`config.mk`:
```
export PLATFORM = sky130hd
export DESIGN_NAME = safe
export DESIGN_NICKNAME = d
export VERILOG_FILES = /design/src/rtl/safe.sv
export SDC_FILE = /design/constraint.sdc
export NUM_CORES = 1
export LEC_CHECK = 0
export ABC_AREA = 0
export BUFFER_PORTS_ARGS = -buffer_cell sky130_fd_sc_hd__buf_2
export CORE_ASPECT_RATIO = 1.75
export CORE_MARGIN = 1.5
export CORE_UTILIZATION = 50
export CTS_BUF_LIST = sky130_fd_sc_hd__clkbuf_2
export DETAILED_ROUTE_END_ITERATION = 6
export PLACE_DENSITY = 0.68
export SYNTH_ARGS = -nofsm -noshare
export SYNTH_HDL_FRONTEND = slang
export SYNTH_SLANG_ARGS = --single-unit
```
`constraint.sdc`:
```
create_clock -name clk -period 4.1 [get_ports clk]
set_input_delay 0.82 -clock clk [delete_from_list [all_inputs] [get_ports clk]]
set_output_delay 0.82 -clock clk [all_outputs]
set_load 0.01 [all_outputs]
```
`src/rtl/safe.sv`:
```
// safe: keypad safe controller (ports: clk, reset_n, row1-4, col1-3, reset_password, initialize -> password_led, state)
module safe (
  input  logic       clk,
  input  logic       reset_n,
  input  logic       row1,
  input  logic       row2,
  input  logic       row3,
  input  logic       row4,
  input  logic       col1,
  input  logic       col2,
  input  logic       col3,
  input  logic       reset_password,
  input  logic       initialize,
  output logic [5:0] password_led,
  output logic [2:0] state
);
  typedef enum logic [2:0] {
    OFF    = 3'b000,
    ON     = 3'b001,
    WRONG1 = 3'b010,
    WRONG2 = 3'b011,
    OPEN   = 3'b100,
    CHANGE = 3'b101,
    BAD    = 3'b110,
    LOCK   = 3'b111
  } state_t;
  state_t st, st_n;
  logic [5:0][3:0] ent, ent_n, pw, pw_n;
  logic [2:0] cnt, cnt_n, len, len_n;
  logic [11:0] pr, pr_n, rise;
  logic [3:0] rows, key, dig;
  logic [2:0] cols;
  logic one_row, ev, match, is_digit;
  assign rows = {row4, row3, row2, row1};
  assign cols = {col3, col2, col1};
  assign one_row = rows != 4'd0 && (rows & (rows - 4'd1)) == 4'd0;
  always_comb begin
    pr_n = pr;
    for (int r = 0; r < 4; r++)
      if (one_row && rows[r]) pr_n[3*r +: 3] = cols;
  end
  assign rise = pr_n & ~pr;
  assign ev = rise != 12'd0 && (rise & (rise - 12'd1)) == 12'd0;
  always_comb begin
    key = 4'd0;
    for (int k = 0; k < 12; k++)
      if (rise[k]) key = 4'(k);
  end
  assign is_digit = key != 4'd9 && key != 4'd11;
  assign dig = key < 4'd9 ? key + 4'd1 : 4'd0;
  always_comb begin
    match = cnt == len;
    for (int i = 0; i < 6; i++)
      if (3'(i) < cnt && ent[i] != pw[i]) match = 1'b0;
  end
  always_ff @(posedge clk)
    if (!reset_n || initialize) begin
      st <= OFF;
      ent <= '0;
      cnt <= '0;
      pw <= 24'h004321;
      len <= 3'd4;
      pr <= '0;
    end else begin
      st <= st_n;
      ent <= ent_n;
      cnt <= cnt_n;
      pw <= pw_n;
      len <= len_n;
      pr <= pr_n;
    end
  always_comb begin
    st_n = st;
    ent_n = ent;
    cnt_n = cnt;
    pw_n = pw;
    len_n = len;
    case (st)
      OFF: if (ev) begin
        st_n = ON;
        ent_n = '0;
        cnt_n = '0;
      end
      ON, WRONG1, WRONG2, CHANGE: if (ev) begin
        if (is_digit) begin
          if (cnt < 3'd6) begin
            ent_n[cnt] = dig;
            cnt_n = cnt + 3'd1;
          end
        end else if (key == 4'd9) begin
          ent_n = '0;
          cnt_n = '0;
        end else if (cnt != 3'd0) begin
          ent_n = '0;
          cnt_n = '0;
          if (st == CHANGE) begin
            pw_n = ent;
            len_n = cnt;
            st_n = OFF;
          end else
            st_n = match ? OPEN : st == ON ? WRONG1 : st == WRONG1 ? WRONG2 : LOCK;
        end
      end
      OPEN: if (reset_password) begin
        st_n = CHANGE;
        ent_n = '0;
        cnt_n = '0;
      end else if (ev && key == 4'd11) st_n = OFF;
      LOCK: st_n = LOCK;
      default: begin
        st_n = OFF;
        ent_n = '0;
        cnt_n = '0;
      end
    endcase
  end
  assign state = st;
  assign password_led = {cnt >= 3'd1, cnt >= 3'd2, cnt >= 3'd3, cnt >= 3'd4, cnt >= 3'd5, cnt >= 3'd6};
endmodule

```
# Word level (Yosys, flattened, before mapping)
# Cells that the tools add are included.
# totals
regBits,69
wordCells,149
# op_classes
eq_ne,26
muxes,53
bitwise,7
order_cmp,16
n_addsub,4
n_reduce_logical,27
# ops
operator,count
2-to-1 mux 24 bit,7
one-hot mux 24 bit (4 select lines),1
2-to-1 mux 3 bit,22
2-to-1 mux 4 bit,12
bitwise AND 12 bit,2
bitwise mux 24 bit,1
inequality test 4 bit,6
one-hot mux 3 bit (4 select lines),2
AND reduction 6 bit,3
logical AND 1 bit,15
demux 4 bit (select 3 bit),1
logical NOT 12 bit,1
inequality test 2 bit (second input constant),6
inequality test 4 bit (second input constant),3
inverter 12 bit,1
nonzero test 12 bit,1
subtractor 12 x 1 -> 12 bit (second input constant),1
equality test 3 bit (second input constant),3
greater-or-equal comparator 3 bit (second input constant),3
equality test 4 bit (second input constant),2
2-to-1 mux 1 bit,7
equality test 3 x 2 -> 1 bit (second input constant),2
greater-or-equal comparator 3 x 1 -> 1 bit (second input constant),2
greater-or-equal comparator 3 x 2 -> 1 bit (second input constant),2
21 further kinds,27

# Longest topological paths before layout
# Gate-level depths: netlist of run 1.
# logic_depth
ltp_word,25
mapped_depth,16

# Least setup slack after synthesis of run 1
# OpenSTA, ideal clock, no wires.
# synth_path
path_kind,input port to flip-flop
start,in row1
end,reg ent[10] (netlist bit)
t_required_ns,3.971
cell_stages,15
slack_ns,0.563
t_arrival_ns,3.408
n_path_buf,3
setup_time_ns,0.129
path_cell_list,nor4b_4 and3b_1 buf_6 a21oi_1 o21ai_0 nand2_1 inv_1 ha_1 o22a_1 o32ai_1 or4_4 buf_6 buf_6 a32oi_2 o22ai_1
# synth_between
elab_chain_len,25
elab_cells_between_ends,48
cone_classes,add/sub (3); order compare (1); eq/ne (7); mux (22); bitwise (3); reduce/logical (12)
# synth_rtl
element,line_no,source
"start, declared",5,"input logic row1,"
subtractor 4 x 1 -> 4 bit,36,assign one_row = rows != 4'd0 && (rows & (rows - 4'd1)) == 4'd0;
bitwise AND 4 bit,36,
logical NOT 4 bit,36,
logical AND 1 bit,36,
logical AND 1 bit,40,if (one_row && rows[r]) pr_n[3*r +: 3] = cols;
2-to-1 mux 3 bit,40,
bitwise AND 12 bit *,42,assign rise = pr_n & ~pr;
2-to-1 mux 1 bit,47,if (rise[k]) key = 4'(k);
2-to-1 mux 4 bit (10 in series),47,
adder 4 x 1 -> 4 bit or less-than comparator 4 bit (tied branches),50,assign dig = key < 4'd9 ? key + 4'd1 : 4'd0;
2-to-1 mux 4 bit,50,
bitwise mux 24 bit,87,ent_n[cnt] = dig;
2-to-1 mux 24 bit,86,if (cnt < 3'd6) begin
2-to-1 mux 24 bit,85,if (is_digit) begin
2-to-1 mux 24 bit,84,"ON, WRONG1, WRONG2, CHANGE: if (ev) begin"
one-hot mux 24 bit (4 select lines),78,case (st)
"end signal, assigned",66,ent <= ent_n;
"end, declared",28,"logic [5:0][3:0] ent, ent_n, pw, pw_n;"
# Mark *: on every way between the ends. The rest lies on a longest branch, timed or not. The select of a mux whose other input is x is not followed.
# A chain may end at the register's enable or synchronous reset.

# Worst setup path after layout of run 1
# layout_path
start,in row1
end,reg ent[9] (netlist bit)
# The elaborated chain is that of the path after synthesis.

==> flow_summary.yaml, run 1 <==
power:
  power_density_mw_per_mm2: 298.1
  p_leak_uw: 0.001477
  ir_drop_v: 0.0002458
timing:
  max_freq_mhz: 290.7
  worst_pin_slew_ps: 1003
  holdWs_ps: 484.0
  post-route-min-period_ps: 3440
  finalCritPeriodShare: 0.8391
  hold_violations: 0
  slew_headroom: 0.3282
  rsz0062_at_grt: "false"
  tns_ps: 0
  setup_viol: 0
  clock_skew_ps: 26.09
  report.final.slew_viol_count: 0
worst_setup_path:
  crit_type: "in2reg"
  worstPathRequired_ps: 4510
  endpoint_kind: "register"
  cp-start-kind: "input port"
  cp_max_fo: 11
  cp.arrival_ps: 3850
  reg2reg_slack_ps: 950
logic_synthesis:
  syn_inst: 435
  synth_top_family_by_area: "simple AND/OR/NAND/NOR gates"
  synth_cell_type_count: 61
  synth_area_mm2: 0.003819
  ys_warn_count: 0
  ys.flop_type: "dfxtp_1"
  synth_area_leaders: "dfxtp_1, mux2i_1, nor2_1"
  ys_seq_elements: 69
  netlist.area_leader.share: 0.3617
  synth_adder_area_share: 0.02294
  muxShareOfSynthArea: 0.09699
  synth.net_count: 453
  synth_edf_count: 0
  yosysSeqAreaShare: 0.3617
  yosysMostFrequentCell: "dfxtp_1"
  syn-mean-instance-area_um2: 8.779
  yosys.area_share.simple: 0.2022
  synth_xor_area_frac: 0.06193
  yosys.area.top_type: "dfxtp_1"
  synth_common_cells: "dfxtp_1, nor2_1, mux2i_1"
  async_flop_share: 0
  synth_compound_area_frac: 0.1907
detailed_routing:
  first_pass_iters: 5
  drc: 0
  vias: 3260
  wl_per_cell_um: 16.79
  dr.first_iter.drc_count: 173
  drt_wl_total_mm: 9.136
  via_per_inst: 5.993
  postRouteAntennaNets: 0
global_routing:
  grt_pass1_wl_mm: 15.24
  grtUsageTotal: 0.2338
  grt_max_degree: 33
  grt_pass1_vias: 3148
  antenna_found_initial: 1
  overflow: 0
cells_and_area:
  nNetsFinal: 468
  synthToLayoutAreaGrowth_pct: 7.471
  drive_gt1_frac: 0.1341
  fillers: 710
status:
  outcome: "complete, no violations"
clock_network:
  worstSkewPairLatency_ps: 550
  cts_buffers: 9
  cts.sinks: 69
  cts_resized: 0
  post_cts_buffers: 0
  clk_pin_slew_ps: 210
  htree_levels: 3
  cts_tree: "done"
  hold_buffers: 0
  cts_root_buf: "clkbuf_2"
  clock_path_buffers: 2
hold_path:
  worst_hold_path_type: "reg2reg"
place:
  post-dp-hpwl_mm: 6.501
  port_buffers: 19
  place.gp.congestion: 0.8896
die:
  dieArea_mm2: 0.008191
  die_h_um: 118.6
  core_area_mm2: 0.007462
  die_w_um: 69.06
  rows: 42
  io_pins: 20
  start_util: 0.5117
run:
  maxCapViolations: 0
flip-flops by register name, indices dropped and copies added (netlist names):
| register | cells |
|---|---|
| state | 3 |
| pr | 12 |
| len | 3 |
| ent | 24 |
| cnt | 3 |
| pw | 24 |
per-layer routing:
layer / wire [um] / vias to the layer above / global-route usage
li1: - / 1588 / -
met1: 3636 / 1560 / 0.2460
met2: 4922 / 92 / 0.4219
met3: 295 / 20 / 0.05627
met4: 281 / 0 / 0.1213
met5: 0 / - / 0
critical path, stage by stage:
cell and delay [ps]:
buf_2 150, nor4b_1 300, buf_4 220, a32oi_1 80
o22ai_1 250, nand2b_1 220, ha_1 260, nand2b_1 100
o32ai_1 460, nor4_1 120, o21ai_0 680, o22ai_1 190
path summary, 6_finish.rpt:
path | from | end | cells after the start
min reg2reg | pr[3] | pr[3] | 2
max reg2reg | pr[3] | ent[9] | 10
max | row1 | ent[9] | 12
min | pr[3] | pr[3] | 2
logic make-up after synthesis:
group,after synthesis
buffers and inverters,53
AND/OR/NAND/NOR,143
AO/OA/AOI/OAI,99
adder cells (fa/ha/maj),7
flip-flops,69
multiplexers,37
XOR/XNOR,27
report_power, final:
| group | switching (uW) | internal (uW) | total, uW |
|---|---|---|---|
| combinational | 84.8 | 47.4 | 132 |
| sequential | 4.36 | 674 | 679 |
| clock | 269 | 144 | 412 |
through the flow:
stage,instances,util,instance area [um^2],total power (uW),setup slack [ps]
after floorplan,435,-,3819,789.3,562.7
after global placement,527,0.5337,3983,820.8,275.2
after detailed placement,527,0.5337,3983,822.5,157.4
after CTS,543,0.5496,4101,1230,746.4
after global routing,544,0.5500,4104,1277,434.7
final,544,0.5500,4104,1223,659.8
layout by cell type, fill, tap and decap left out, types with 3 or more instances in the layout:
| master | instances |
|---|---|
| dfxtp_1 | 69 |
| nor2_1 | 45 |
| mux2i_1 | 37 |
| nand2_1 | 33 |
| inv_1 | 28 |
| o22ai_1 | 25 |
| xor2_1 | 19 |
| buf_2 | 19 |
| nor2b_1 | 17 |
| o21ai_0 | 14 |
| a21oi_1 | 13 |
| nand2b_1 | 9 |
| clkbuf_2 | 9 |
| buf_4 | 9 |
| xnor2_1 | 8 |
| nand3_1 | 7 |
| ha_1 | 7 |
| or3_1 | 5 |
| a32oi_1 | 5 |
| nor4_1 | 5 |
| o31ai_1 | 4 |
| a31o_1 | 3 |
| a32oi_2 | 3 |
| nand4b_1 | 3 |
| a31oi_1 | 3 |
| nor4b_4 | 3 |
final cells by class:
| cell class | count | area, um^2 | area share |
|---|---|---|---|
| flip-flops and latches | 69 | 1381 | 0.3366 |
| multi-input cells | 313 | 2203 | 0.5369 |
| clock inverters | 7 | 73.82 | 0.01799 |
| diodes | 1 | 2.502 | 0.0006098 |
| well taps | 88 | 110.1 | 0.02683 |
| repair buffers | 29 | 182.7 | 0.04451 |
| clock buffers | 9 | 45.04 | 0.01098 |
| inverters | 28 | 105.1 | 0.02561 |
No activity file was read; power rests on OpenSTA's default activity.
==> inputs of run 2 (changes only) <==
==> constraint.sdc (replaced) <==
create_clock -name clk -period 3.19 [get_ports clk]
set_input_delay 0.638 -clock clk [delete_from_list [all_inputs] [get_ports clk]]
set_output_delay 0.638 -clock clk [all_outputs]
set_load 0.01 [all_outputs]
==> run 2 against run 1 <==
  * Sequential share of layout area down 2.3 points
  * Critical endpoint is now ent[16]
  * Worst setup slack worse by 400 ps
  * Die area unchanged
  * Via count up 4.4%
  * Routed wire length up 2.4%
  * Register-to-register slack worse by 560 ps
  * Final cell count up 6.8%
  * Sequential cell count unchanged
  * First-iteration DRC count up 14%
  * Combinational power up 58%
  * Clock-buffer cell count unchanged
==> flow_summary.yaml, run 2 (synthesis results as in run 1) <==
timing:
  post-route-min-period_ps: 2926
  max_freq_mhz: 341.7
  finalCritPeriodShare: 0.9173
  worst_pin_slew_ps: 838.1
  clock_skew_ps: 39.98
  setup_viol: 0
  slew_headroom: 0.4387
  hold_violations: 0
  rsz0062_at_grt: "false"
  tns_ps: 0
  report.final.slew_viol_count: 0
worst_setup_path:
  worstPathCellList: "buf_2, nor4b_1, buf_4, a32oi_1, o22ai_1, nand2b_1, ha_1, o22a_1, o32ai_2, or4_4, a32oi_1, o22ai_1"
  slowest_delay_ps: 560
  ff2ff_path_depth: 12
  cp-start-kind: "input port"
  cp_num_buf_inv: 2
  crit_slowest_cell: "or4_4"
  endpoint_kind: "register"
  crit_family: "compound AO/OA/AOI/OAI gates"
  r2r_start: "pr[5]"
  reg2reg_slack_ps: 390
  worstPathRequired_ps: 3590
  cp.arrival_ps: 3320
  cp.depth: 12
  crit_start: "row1"
  crit_type: "in2reg"
  critical_path.endpoint: "ent[16]"
  cp_max_fo: 13
  reg2reg_to: "ent[16]"
global_routing:
  overflow: 0
  grt_pass1_vias: 3359
  grt_pass1_wl_mm: 15.48
  grtUsageTotal: 0.2370
  antenna_found_initial: 1
  grt_max_degree: 39
die:
  die_w_um: 69.06
  core_area_mm2: 0.007462
  die_h_um: 118.6
  start_util: 0.5117
  rows: 42
  io_pins: 20
  dieArea_mm2: 0.008191
place:
  post-dp-hpwl_mm: 6.974
  place.gp.congestion: 0.9304
  port_buffers: 19
status:
  outcome: "complete, no violations"
clock_network:
  post_cts_buffers: 0
  htree_levels: 3
  cts_root_buf: "clkbuf_2"
  clk_pin_slew_ps: 180
  cts_buffers: 9
  clock_path_buffers: 2
  hold_buffers: 0
  cts.sinks: 69
  cts_tree: "done"
  cts_resized: 0
  worstSkewPairLatency_ps: 540
detailed_routing:
  first_pass_iters: 5
  wl_per_cell_um: 16.10
  drt_wl_total_mm: 9.353
  drc: 0
  via_per_inst: 5.855
  dr.first_iter.drc_count: 197
  postRouteAntennaNets: 0
  vias: 3402
cells_and_area:
  drive_gt1_frac: 0.1992
  final_cell_mix: "dfxtp_1, buf_4, nor2_1, mux2i_1, nand2_1"
  synthToLayoutAreaGrowth_pct: 15.33
  reg_top3: "ent (24), pw (24), pr (12)"
  final_util: 0.5902
  nNetsFinal: 507
  final_common_cell: "dfxtp_1"
run:
  maxCapViolations: 0
power:
  p_total_uw: 1451
  ir_drop_v: 0.0002742
  power_density_mw_per_mm2: 329.4
  p_leak_uw: 0.001655
hold_path:
  worstHoldStart: "col3"
  worst_hold_path_type: "in2reg"
run 2: cell types whose count changed in the layout (fill, tap and decap cells not counted), sizes merged:
cell      previous run  this run
clkinv               3         5
inv                 30        28
bufinv               1         0
clkinvlp             1         0
buf                 29        68
run 2: worst min path at each step:
stage / slack (ps) / endpoint / depth (start not counted)
global placement: 450 / pr[3] / 2
floorplan: 440 / pr[3] / 2
CTS: 380 / pr[5] / 3
finish: 410 / pr[5] / 3
detailed placement: 460 / pr[3] / 2
global route: 410 / pr[4] / 3
run 2: through the flow:
| stage | cells | hold WS, ps | cell area (um^2) | setup slack, ps |
|---|---|---|---|---|
| detailed placement | 566 | 457.7 | 4337 | -242.2 |
| CTS | 580 | 380.4 | 4402 | 294.0 |
| floorplan | 435 | 436.7 | 3842 | -73.03 |
| finish | 581 | 408.0 | 4404 | 263.8 |
| global placement | 566 | 447.7 | 4337 | -242.2 |
| global route | 581 | 413.6 | 4404 | 92.73 |
run 2: worst reg2reg max path: stages (launching register included):
cell	delay, ps
dfxtp_1	360
nor2b_1	230
o21a_1	200
nor2_1	70
o21ai_1	130
nand2_1	80
inv_1	100
ha_2	170
o22a_1	190
o32ai_2	100
or4_4	560
a32oi_1	340
o22ai_1	140
run 2: power breakdown:
part           switching [uW]  total [uW]  internal, uW
Clock                     289         372          82.7
Sequential               4.95         871           866
Combinational             118         208          90.4
Total                     412        1450          1040
run 2: metal layers:
| metal | global-route usage | wire [um] |
|---|---|---|
| met1 | 0.2471 | 3625 |
| met2 | 0.4231 | 4996 |
| met3 | 0.04945 | 332 |
| met4 | 0.1483 | 399 |
| met5 | 0 | 0 |
run 2: cell type report:
cell class	count	area (um^2)
Fill cell	693	3058
Multi-Input combinational cell	313	2227
Sequential cell	69	1381
Timing Repair Buffer	68	513.0
Tap cell	88	110.1
Inverter	28	105.1
Clock buffer	9	45.04
Clock inverter	5	20.02
Antenna cell	1	2.502
==> inputs of run 3 (changes only) <==
--- a/config.mk
+++ b/config.mk
@@ -7,12 +7,15 @@
 export LEC_CHECK = 0
 export ABC_AREA = 0
 export BUFFER_PORTS_ARGS = -buffer_cell sky130_fd_sc_hd__buf_2
+export CELL_PAD_IN_SITES_DETAIL_PLACEMENT = 1
+export CELL_PAD_IN_SITES_GLOBAL_PLACEMENT = 1
 export CORE_ASPECT_RATIO = 1.75
 export CORE_MARGIN = 1.5
-export CORE_UTILIZATION = 50
+export CORE_UTILIZATION = 49
 export CTS_BUF_LIST = sky130_fd_sc_hd__clkbuf_2
+export CTS_CLUSTER_SIZE = 14
 export DETAILED_ROUTE_END_ITERATION = 6
-export PLACE_DENSITY = 0.68
+export PLACE_DENSITY = 0.83
 export SYNTH_ARGS = -nofsm -noshare
 export SYNTH_HDL_FRONTEND = slang
 export SYNTH_SLANG_ARGS = --single-unit
==> run 3 against run 2 <==
  * Power is 1.9% higher
  * Register-to-register slack worse by 50 ps
  * Clock skew is 11 ps lower
  * Non-clock buffer count is 2 higher
  * Global-route usage is 3.7 points higher
  * Fmax is 1.4% lower
  * Cell area is 0.40% higher
  * Sequential power hardly changed
  * Highest routed layer unchanged
==> flow_summary.yaml, run 3 (synthesis results as in run 1) <==
status:
  outcome: "complete, no violations"
cells_and_area:
  fillers: 943
  final_common_cell: "dfxtp_1"
  synthToLayoutAreaGrowth_pct: 15.79
  design_area_mm2: 0.004422
  nNetsFinal: 509
  final_util: 0.5843
  reg_top3: "ent (24), pw (24), pr (12)"
  final_cell_mix: "dfxtp_1, buf_4, nor2_1, mux2i_1, nand2_1"
  drive_gt1_frac: 0.2101
worst_setup_path:
  worstPathRequired_ps: 3600
  cp-start-kind: "input port"
  worstPathCellList: "buf_2, nor4b_4, and3b_1, o22ai_1, nand2b_1, ha_2, nand2b_1, nor2_1, o21ai_0, nor4_2, buf_4, buf_12, mux2i_1, nand2_1"
  crit_slowest_cell: "nor4b_4"
  ff2ff_path_depth: 12
  slowest_delay_ps: 400
  crit_type: "in2reg"
  cpMostUsedCell: "nand2b_1"
  endpoint_kind: "register"
  cp_max_fo: 8
  cp.arrival_ps: 3380
timing:
  finalCritPeriodShare: 0.9304
  hold_violations: 0
  setup_ws_ps: 221.9
  setup_viol: 0
  slew_headroom: 0.3819
  post-route-min-period_ps: 2968
  report.final.slew_viol_count: 0
  worst_pin_slew_ps: 923.0
  rsz0062_at_grt: "false"
  clock_skew_ps: 28.95
  max_freq_mhz: 336.9
detailed_routing:
  dr.first_iter.drc_count: 154
  wl_per_cell_um: 18.40
  drt_wl_total_mm: 10.75
  drc: 0
  postRouteAntennaNets: 0
  first_pass_iters: 4
  via_per_inst: 5.955
  vias: 3478
clock_network:
  clock_path_buffers: 2
  htree_levels: 3
  cts.sinks: 69
  hold_buffers: 0
  post_cts_buffers: 0
  cts_root_buf: "clkbuf_2"
  cts_buffers: 9
  worstSkewPairLatency_ps: 530
  cts_tree: "done"
  clk_pin_slew_ps: 190
place:
  place.gp.congestion: 0.8942
  pre_cts_slack_ps: -314.0
  placed_area_mm2: 0.004339
  port_buffers: 19
  post-dp-hpwl_mm: 8.149
die:
  die_h_um: 119.8
  die_w_um: 69.73
  start_util: 0.5046
  io_pins: 20
  core_area_mm2: 0.007567
  rows: 42
  dieArea_mm2: 0.008352
power:
  p_int_uw: 1044
  combPwrFrac: 0.138
  p_seq_frac: 0.589
  p_leak_uw: 0.001669
  p_total_uw: 1478
  ir_drop_v: 0.0002651
  power_density_mw_per_mm2: 334.3
  clock_power_share: 0.273
  p_sw_uw: 434.3
  power_switching_share: 0.2938
global_routing:
  grt_max_degree: 24
  antenna_found_initial: 1
  grt_pass1_wl_mm: 17.86
  grtUsageTotal: 0.2740
  overflow: 0
  grt_pass1_vias: 3723
run:
  maxCapViolations: 0
hold_path:
  whs_path_depth: 3
  worst_hold_path_type: "in2reg"
-- run 3: cell count changes in the layout (fill, tap and decap cells not counted), sizes merged --
cell      change
buf           +2
clkbuf        +1
clkinvlp      +2
clkinv        -2
-- run 3: metal layers --
layer  global-route usage  part of all wire
met1               0.2767              0.39
met2               0.5054              0.54
met5                    0                 0
met3              0.05374             0.025
met4               0.1707             0.047
-- run 3: timing repair --
item | CTS | global route
hold endpoints to repair | 0 | 0
setup endpoints to repair | 0 | 6
resized for setup | 0 | 1
-- run 3: path summary, 6_finish.rpt --
path	startpoint	endpoint	slack (ps)
hold / removal	col2	pr[4]	380
setup reg to reg	pr[5]	cnt[1]	340
hold reg to reg	pr[3]	pr[3]	470
setup / recovery	row4	pw[14]	220
-- run 3: power by group through the flow --
stage | Sequential (uW) | Clock [uW] | Combinational (uW)
6_report | 871 | 403 | 204
3_3_place_gp | 888 | 0 | 196
2_1_floorplan | 886 | 0 | 130
3_5_place_dp | 889 | 0 | 201
4_1_cts | 871 | 418 | 203
5_1_grt | 873 | 452 | 222
-- run 3: stage by stage --
| step | TNS (ps) | hold slack (ps) | std cells |
|---|---|---|---|
| after floorplan | -552.4 | 436.7 | 435 |
| after global placement | -6732 | 445.0 | 568 |
| after detailed placement | -13490 | 458.0 | 568 |
| after CTS | 0 | 337.7 | 583 |
| after global routing | 0 | 352.4 | 584 |
| final | 0 | 380.0 | 584 |
-- run 3: critical path: cells and delay by family --
kind            cells  cell delay, ps
compound gates      2             270
fa+ha+maj           1             190
buf+inv             3             550
mux                 1             210
simple gates        7            1510
-- run 3: layout make-up --
| type | instances | area (um^2) | share of cell area |
|---|---|---|---|
| antenna | 1 | 2.502 | 0.0005659 |
| clock buffer | 10 | 50.05 | 0.01132 |
| clock inverter | 5 | 28.78 | 0.006508 |
| inverter | 28 | 105.1 | 0.02377 |
| multi-input combinational | 313 | 2228 | 0.5040 |
| sequential | 69 | 1381 | 0.3124 |
| tap | 88 | 110.1 | 0.02490 |
| timing repair buffer | 70 | 515.5 | 0.1166 |
